[src/rtl/pong_pkg.sv]
// Shared Pong definitions: screen and sprite geometry, ball tuning constants,
// FSM and direction encodings, and small arithmetic helpers.
package pong_pkg;

  localparam logic [10:0] H_VIDEO       = 11'd640;
  localparam logic [10:0] V_VIDEO       = 11'd480;
  localparam logic [10:0] SQUARE_WIDTH  = 11'd16;
  localparam logic [10:0] PADDLE_WIDTH  = 11'd12;
  localparam logic [10:0] PADDLE_HEIGHT = 11'd96;

  localparam logic [3:0]  SPEED_X      = 4'd3;
  localparam logic [10:0] SPEED_Y      = 11'd2;
  localparam logic [5:0]  SERVE_FRAMES = 6'd60;
  localparam logic [5:0]  SCORE_FRAMES = 6'd45;

  localparam logic [10:0] X_CENTRE = (H_VIDEO - SQUARE_WIDTH) >> 1;
  localparam logic [10:0] Y_CENTRE = (V_VIDEO - SQUARE_WIDTH) >> 1;
  // Largest top-left coordinates that keep the whole ball on screen.
  localparam logic [10:0] X_LIMIT  = H_VIDEO - 11'd1 - SQUARE_WIDTH;
  localparam logic [10:0] Y_LIMIT  = V_VIDEO - 11'd1 - SQUARE_WIDTH;

  typedef enum logic [1:0] {
    SERVE  = 2'd0,
    PLAY   = 2'd1,
    SCORED = 2'd2
  } state_t;

  // DIR_NEG is left/up, DIR_POS is right/down.
  typedef enum logic {
    DIR_NEG = 1'b0,
    DIR_POS = 1'b1
  } dir_t;

  function automatic logic [9:0] clamp10(input logic [10:0] v, input logic [10:0] lim);
    return (v > lim) ? lim[9:0] : v[9:0];
  endfunction

  function automatic logic [3:0] sat_inc4(input logic [3:0] v);
    return (v == 4'hF) ? v : v + 4'd1;
  endfunction

endpackage

[src/rtl/pong_ball_engine.sv]
// Pong ball engine: per-frame ball motion, paddle/wall bounces, serve/score sequencing.
// Define PONG_BALL_SPEEDUP_EN to make each paddle hit speed the ball up horizontally.
module pong_ball_engine
  import pong_pkg::*;
(
  input  logic       clk_0,
  input  logic       rst,
  input  logic       frame_tick,
  input  logic [9:0] paddle1_xpos,
  input  logic [9:0] paddle1_ypos,
  input  logic [9:0] paddle2_xpos,
  input  logic [9:0] paddle2_ypos,
  output logic [9:0] square_xpos,
  output logic [9:0] square_ypos,
  output logic       sq_shown,
  output logic [3:0] score_p1,
  output logic [3:0] score_p2,
  output logic       point_p1,
  output logic       point_p2
);

  state_t     state_reg, state_next;
  logic [9:0] x_reg, x_next;
  logic [9:0] y_reg, y_next;
  logic       shown_reg, shown_next;
  dir_t       dir_x_reg, dir_x_next;
  dir_t       dir_y_reg, dir_y_next;
  logic [5:0] count_reg, count_next;
  logic [3:0] score_p1_reg, score_p1_next;
  logic [3:0] score_p2_reg, score_p2_next;
  logic       point_p1_reg, point_p1_next;
  logic       point_p2_reg, point_p2_next;

  logic [10:0] spd;
  logic [10:0] x_w, y_w, p1x_w, p1y_w, p2x_w, p2y_w;
  logic        overlap1, overlap2;
  logic        hit_left, hit_right, miss_left, miss_right;
  logic        serve_done, score_done;

  // All comparisons run at 11 bits so x+width+speed never wraps.
  assign x_w   = {1'b0, x_reg};
  assign y_w   = {1'b0, y_reg};
  assign p1x_w = {1'b0, paddle1_xpos};
  assign p1y_w = {1'b0, paddle1_ypos};
  assign p2x_w = {1'b0, paddle2_xpos};
  assign p2y_w = {1'b0, paddle2_ypos};

  assign serve_done = (count_reg == SERVE_FRAMES - 6'd1);
  assign score_done = (count_reg == SCORE_FRAMES - 6'd1);

  assign overlap1 = (y_w + SQUARE_WIDTH >= p1y_w) && (y_w <= p1y_w + PADDLE_HEIGHT);
  assign overlap2 = (y_w + SQUARE_WIDTH >= p2y_w) && (y_w <= p2y_w + PADDLE_HEIGHT);

  // Hit means the ball would cross the paddle face during this frame's step.
  assign hit_left   = (dir_x_reg == DIR_NEG) && (x_w > p1x_w + PADDLE_WIDTH) &&
                      (x_w <= p1x_w + PADDLE_WIDTH + spd) && overlap1;
  assign miss_left  = (dir_x_reg == DIR_NEG) && !hit_left && (x_w < spd);
  assign hit_right  = (dir_x_reg == DIR_POS) && (x_w + SQUARE_WIDTH < p2x_w) &&
                      (x_w + SQUARE_WIDTH + spd >= p2x_w) && overlap2;
  assign miss_right = (dir_x_reg == DIR_POS) && !hit_right &&
                      (x_w + SQUARE_WIDTH + spd > H_VIDEO - 11'd1);

`ifdef PONG_BALL_SPEEDUP_EN
  localparam logic [3:0] MAX_SPEED = 4'd8;
  logic [3:0] speed_reg, speed_next;

  always_comb begin
    speed_next = speed_reg;
    if (frame_tick) begin
      if (state_reg == PLAY && (hit_left || hit_right))
        speed_next = (speed_reg >= MAX_SPEED) ? MAX_SPEED : speed_reg + 4'd1;
      else if (state_reg == SCORED && score_done)
        speed_next = SPEED_X;
    end
  end

  always_ff @(posedge clk_0 or negedge rst) begin
    if (!rst) speed_reg <= SPEED_X;
    else      speed_reg <= speed_next;
  end

  assign spd = {7'd0, speed_reg};
`else
  assign spd = {7'd0, SPEED_X};
`endif

  always_ff @(posedge clk_0 or negedge rst) begin
    if (!rst) begin
      state_reg    <= SERVE;
      x_reg        <= X_CENTRE[9:0];
      y_reg        <= Y_CENTRE[9:0];
      shown_reg    <= 1'b1;
      dir_x_reg    <= DIR_POS;
      dir_y_reg    <= DIR_POS;
      count_reg    <= '0;
      score_p1_reg <= '0;
      score_p2_reg <= '0;
      point_p1_reg <= 1'b0;
      point_p2_reg <= 1'b0;
    end else begin
      state_reg    <= state_next;
      x_reg        <= x_next;
      y_reg        <= y_next;
      shown_reg    <= shown_next;
      dir_x_reg    <= dir_x_next;
      dir_y_reg    <= dir_y_next;
      count_reg    <= count_next;
      score_p1_reg <= score_p1_next;
      score_p2_reg <= score_p2_next;
      point_p1_reg <= point_p1_next;
      point_p2_reg <= point_p2_next;
    end
  end

  always_comb begin
    state_next = state_reg;
    if (frame_tick) begin
      case (state_reg)
        SERVE:   if (serve_done) state_next = PLAY;
        PLAY:    if (miss_left || miss_right) state_next = SCORED;
        SCORED:  if (score_done) state_next = SERVE;
        default: state_next = SERVE;
      endcase
    end
  end

  always_comb begin
    x_next        = x_reg;
    y_next        = y_reg;
    shown_next    = shown_reg;
    dir_x_next    = dir_x_reg;
    dir_y_next    = dir_y_reg;
    count_next    = count_reg;
    score_p1_next = score_p1_reg;
    score_p2_next = score_p2_reg;
    point_p1_next = 1'b0;
    point_p2_next = 1'b0;
    if (frame_tick) begin
      case (state_reg)
        SERVE: count_next = serve_done ? 6'd0 : count_reg + 6'd1;
        PLAY: begin
          if (miss_left) begin
            // Position freezes where the ball left the field.
            score_p2_next = sat_inc4(score_p2_reg);
            point_p2_next = 1'b1;
            shown_next    = 1'b0;
            dir_x_next    = DIR_NEG;
          end else if (miss_right) begin
            score_p1_next = sat_inc4(score_p1_reg);
            point_p1_next = 1'b1;
            shown_next    = 1'b0;
            dir_x_next    = DIR_POS;
          end else begin
            if (dir_y_reg == DIR_POS) begin
              if (y_w + SQUARE_WIDTH + SPEED_Y > V_VIDEO - 11'd1) begin
                y_next     = Y_LIMIT[9:0];
                dir_y_next = DIR_NEG;
              end else begin
                y_next = clamp10(y_w + SPEED_Y, Y_LIMIT);
              end
            end else if (y_w < SPEED_Y) begin
              y_next     = '0;
              dir_y_next = DIR_POS;
            end else begin
              y_next = clamp10(y_w - SPEED_Y, Y_LIMIT);
            end

            if (hit_left) begin
              x_next     = clamp10(p1x_w + PADDLE_WIDTH + 11'd1, X_LIMIT);
              dir_x_next = DIR_POS;
            end else if (dir_x_reg == DIR_NEG) begin
              x_next = clamp10(x_w - spd, X_LIMIT);
            end else if (hit_right) begin
              x_next     = clamp10(p2x_w - SQUARE_WIDTH - 11'd1, X_LIMIT);
              dir_x_next = DIR_NEG;
            end else begin
              x_next = clamp10(x_w + spd, X_LIMIT);
            end
          end
        end
        SCORED: begin
          if (score_done) begin
            count_next = '0;
            x_next     = X_CENTRE[9:0];
            y_next     = Y_CENTRE[9:0];
            shown_next = 1'b1;
          end else begin
            count_next = count_reg + 6'd1;
          end
        end
        default: count_next = '0;
      endcase
    end
  end

  assign square_xpos = x_reg;
  assign square_ypos = y_reg;
  assign sq_shown    = shown_reg;
  assign score_p1    = score_p1_reg;
  assign score_p2    = score_p2_reg;
  assign point_p1    = point_p1_reg;
  assign point_p2    = point_p2_reg;

endmodule

[config.mk]
export PLATFORM = sky130hd
export DESIGN_NAME = pong_ball_engine
export DESIGN_NICKNAME = d
export VERILOG_FILES = /design/src/rtl/pong_pkg.sv /design/src/rtl/pong_ball_engine.sv
export SDC_FILE = /design/constraint.sdc
export NUM_CORES = 1
export LEC_CHECK = 0
export CAP_MARGIN = 5
export CORE_AREA = 2 2 133 135
export CTS_CLUSTER_SIZE = 25
export DETAILED_ROUTE_END_ITERATION = 10
export DIE_AREA = 0 0 135 137
export PLACE_DENSITY = 0.71
export SLEW_MARGIN = 15
export SYNTH_ARGS = -nofsm -noshare
export SYNTH_HDL_FRONTEND = slang
export SYNTH_SLANG_ARGS = --single-unit
[constraint.sdc]
create_clock -name clk_0 -period 4.2 [get_ports clk_0]
set_input_delay 0.42 -clock clk_0 [delete_from_list [all_inputs] [get_ports clk_0]]
set_output_delay 0.42 -clock clk_0 [all_outputs]
set_load 0.01 [all_outputs]
==> results.md <==
- Status: finished, final reports clean
- CTS HTree Levels: 2
- Post-synth EDFFs: 0
- Vias in the first global route: about 6700
- Design Area, Final: roughly 8400 µm²
- IO Port Bufs: 73
- Top-area cell type share of the netlist area: 0.182
- Crit share post-route: 0.962
- Skew final: ~0.008 ns
- Minimum clock period: a little over 4 ns
- Final hold vios: 0
- Core ar.: ~17000 µm²
- Syn_nets: between 900 and 1000
- DR iter-0 viols: approximately 480
- Tightest Pin Transition: ~0.89 ns
- Worst VDD drop: 270 µV
- Fillers: between 1500 and 2000
- Max frequency: approximately 0.25 GHz
- Total power per unit cell area: about 600 nW/µm²
- Leakage: roughly 3.7 nW
- CP Capture Type: flip-flop
- CP Data Arrival Time: 4.24 ns
- Post-DP HPWL: 16.0 mm
- Cell Chain, Critical Path: clkdlybuf4s50_1, inv_1, ha_2, and2_1, o2111a_1, nor2_2, nor3_2, xor2_1, ha_1, a211oi_2, o21ai_0, o311a_1, a211oi_2, a21oi_2, a211o_4, o21ai_2, mux2_2
- Seq cells post-synth: 41
- Share of layout cells above drive strength 1: 0.163
- Worst-case reg-to-reg path depth: 17
- Hold slack final: ~0.27 ns
- Ys async rst share: 1.00
- Crit Path Class: primary input to flip-flop
- First drt pass iteration count: 6
- Post-CTS Hold Buffers: 0
- Worst flop-to-flop path startpoint: square_xpos[4]
- Root buffer selected by CTS: clkbuf_16
- Reg-to-reg slack, setup: 0.21 ns
- Most frequent cells in the layout: ha_1, buf_4, clkdlybuf4s50_1
- Post-DR vias/cell: 5.76
- Slew Viols, Final: 0
- CTS sink count: 41
- Routed length per placed instance: between 15 and 20 µm
- Drc violations: 0
- Slowest CP cell: clkdlybuf4s50_1
- Mapped cell area: between 6000 and 7000 µm²
- Crit path from: paddle1_xpos[2]
- Cells after DPL: about 1200
- Yosys cell types: between 90 and 100
- Hold Crit Class: primary input to async pin
- Initial antenna violation count: 0
- Post-route setup slack: approximately 0.16 ns
- GRT Residual Overflow: 0
- All-Layer GR Usage: 0.216
- Cells after synthesis: about 850
- Most common cell after layout, fill and taps aside: ha_1
- Predominant post-synthesis flop cell: dfrtp_1
- Ranking of synthesized cells by area: ha_1, dfrtp_1, xnor2_1
- Stages on the worst setup path: 17
- Die height: 137 µm
- # diodes: 0
- Worst setup path endpoint: square_xpos[8]
- DRT antenna net count: 0
- CTS clk-pin slew, worst paths: ~0.06 ns
- Crit path launch type: primary input
- Buf/Inv on CP: 2
- Register area share after synthesis: 0.156
- Chip Width: around 140 µm
- Total wire length: about 20 mm
- Initial Utilization: 0.391
- CTS Buf Count: 5
- Latest clock arrival within the worst-skew pair: roughly 0.28 ns
- R2R Path End: square_xpos[4]
- Worst Path Required: around 4.4 ns
- Synth area leader: ha_1
- Worst-path fanout max: 5
- Vias: 6951
- Die Area: 18500 µm²
- First-pass GRT wire length: between 30 and 40 mm
- Most frequent CP cell: a211oi_2
- Setup violators final: 0
- Rel. slew slack: 0.405
- Syn-to-layout area delta: 26.4%
- Worst-case clock buffer depth: 2
- Nets: around 1100
- CP delay by family, top: compound AO/OA/AOI/OAI gates
- Average size of a mapped cell: between 7 and 8 µm²
- IO Pins: 74
- Area after DPL: between 8000 and 9000 µm²
- Yosys warnings: 0
- Worst slack, placed: -0.270 ns
- Largest net degree at the start of global routing: 42
- Core Rows: 48
- Crit-path max cell delay: 0.47 ns
- Post-route insts no fill: roughly 1200
- Gpl congestion: approximately 0.93
- Max_cap viols: 0
- CTS tree: done
## kinds of logic (layout without fill, tap and decap cells)
| family | Yosys count | after routing | synth area share |
|---|---|---|---|
| AND/OR/NAND/NOR | 294 | 294 | 0.234 |
| AO/OA/AOI/OAI | 242 | 242 | 0.262 |
| adder cells (fa/ha/maj) | 97 | 97 | 0.182 |
| buffers and inverters | 96 | 232 | 0.0612 |
| XOR/XNOR | 66 | 66 | 0.0879 |
| flip-flops | 41 | 41 | 0.156 |
| multiplexers | 10 | 10 | 0.0160 |
## cell type report
class	instances	area [µm²]	area share
clock inverters	1	7.51	0.000891
clock buffers	6	139	0.0165
repair buffers	163	1420	0.169
inverters	62	233	0.0276
well taps	225	282	0.0334
flip-flops and latches	41	1040	0.123
multi-input cells	709	5300	0.629
## power breakdown
part | switching, mW | total [mW] | leakage (nW) | internal, mW
Sequential | 0.270 | 0.826 | 0.508 | 0.556
Clock | 0.144 | 0.377 | 0.0690 | 0.233
Combinational | 2.10 | 3.90 | 3.13 | 1.81
## repair_timing
action | CTS | global route
endpoints found under the setup margin | 0 | 31
buffers inserted | 0 | 2
resized for setup | 0 | 20
## worst register-to-register path, cell delays in order (launching register included)
cell and delay, ns:
dfstp_2 0.63, ha_1 0.25, xor2_2 0.18, and3_1 0.21
and2_1 0.14, xnor2_1 0.14, inv_1 0.06, ha_1 0.21
a2111oi_2 0.29, buf_4 0.17, o221ai_1 0.17, o2111ai_2 0.16
nand3b_1 0.24, buf_4 0.22, a21o_1 0.21, a2bb2oi_1 0.18
a211oi_2 0.24, a2bb2oi_1 0.20
## how the worst min path moves through the flow
stage | endpoint | slack, ns | cells after the start
final | point_p1 | 0.27 | 1
after CTS | score_p1[3] | 0.29 | 1
after global placement | sq_shown | 0.51 | 2
after floorplan | count_reg[0] | 0.12 | 0
after global routing | score_p1[2] | 0.35 | 1
after detailed placement | sq_shown | 0.51 | 2
## metal layers
layer  track usage  part of all wire  vias to the layer above
met1         0.287              0.45                     3249
li1              -                 -                     3412
met4        0.0602             0.030                        0
met5             0                 0                        -
met2         0.371              0.46                      237
met3        0.0233             0.057                       53
## synth_stat cells (8+ instances only)
| master | count |
|---|---|
| inv_1 | 61 |
| nand3_1 | 30 |
| dfrtp_1 | 30 |
| a31oi_1 | 13 |
| nor3_1 | 26 |
| clkbuf_1 | 19 |
| a21oi_1 | 36 |
| nor2_1 | 59 |
| nand2_1 | 68 |
| a211oi_1 | 11 |
| a21o_1 | 11 |
| dfstp_2 | 11 |
| o21ai_0 | 53 |
| nor4_1 | 9 |
| nor2b_1 | 16 |
| nand4_1 | 9 |
| buf_2 | 8 |
| o31ai_1 | 8 |
| o211ai_1 | 8 |
| ha_1 | 97 |
| nand2b_1 | 15 |
| xor2_1 | 18 |
| xnor2_1 | 47 |
| and3_1 | 10 |
## through the flow
| step | TNS, ns | util | power (mW) |
|---|---|---|---|
| 2_1_floorplan | 0 | - | 3.21 |
| 4_1_cts | 0 | 0.488 | 4.98 |
| 3_3_place_gp | -2.46 | 0.479 | 4.51 |
| 6_report | 0 | 0.494 | 5.11 |
| 5_1_grt | -0.0998 | 0.494 | 5.57 |
| 3_5_place_dp | -5.37 | 0.479 | 4.57 |
No activity file was read; power rests on OpenSTA's default activity.
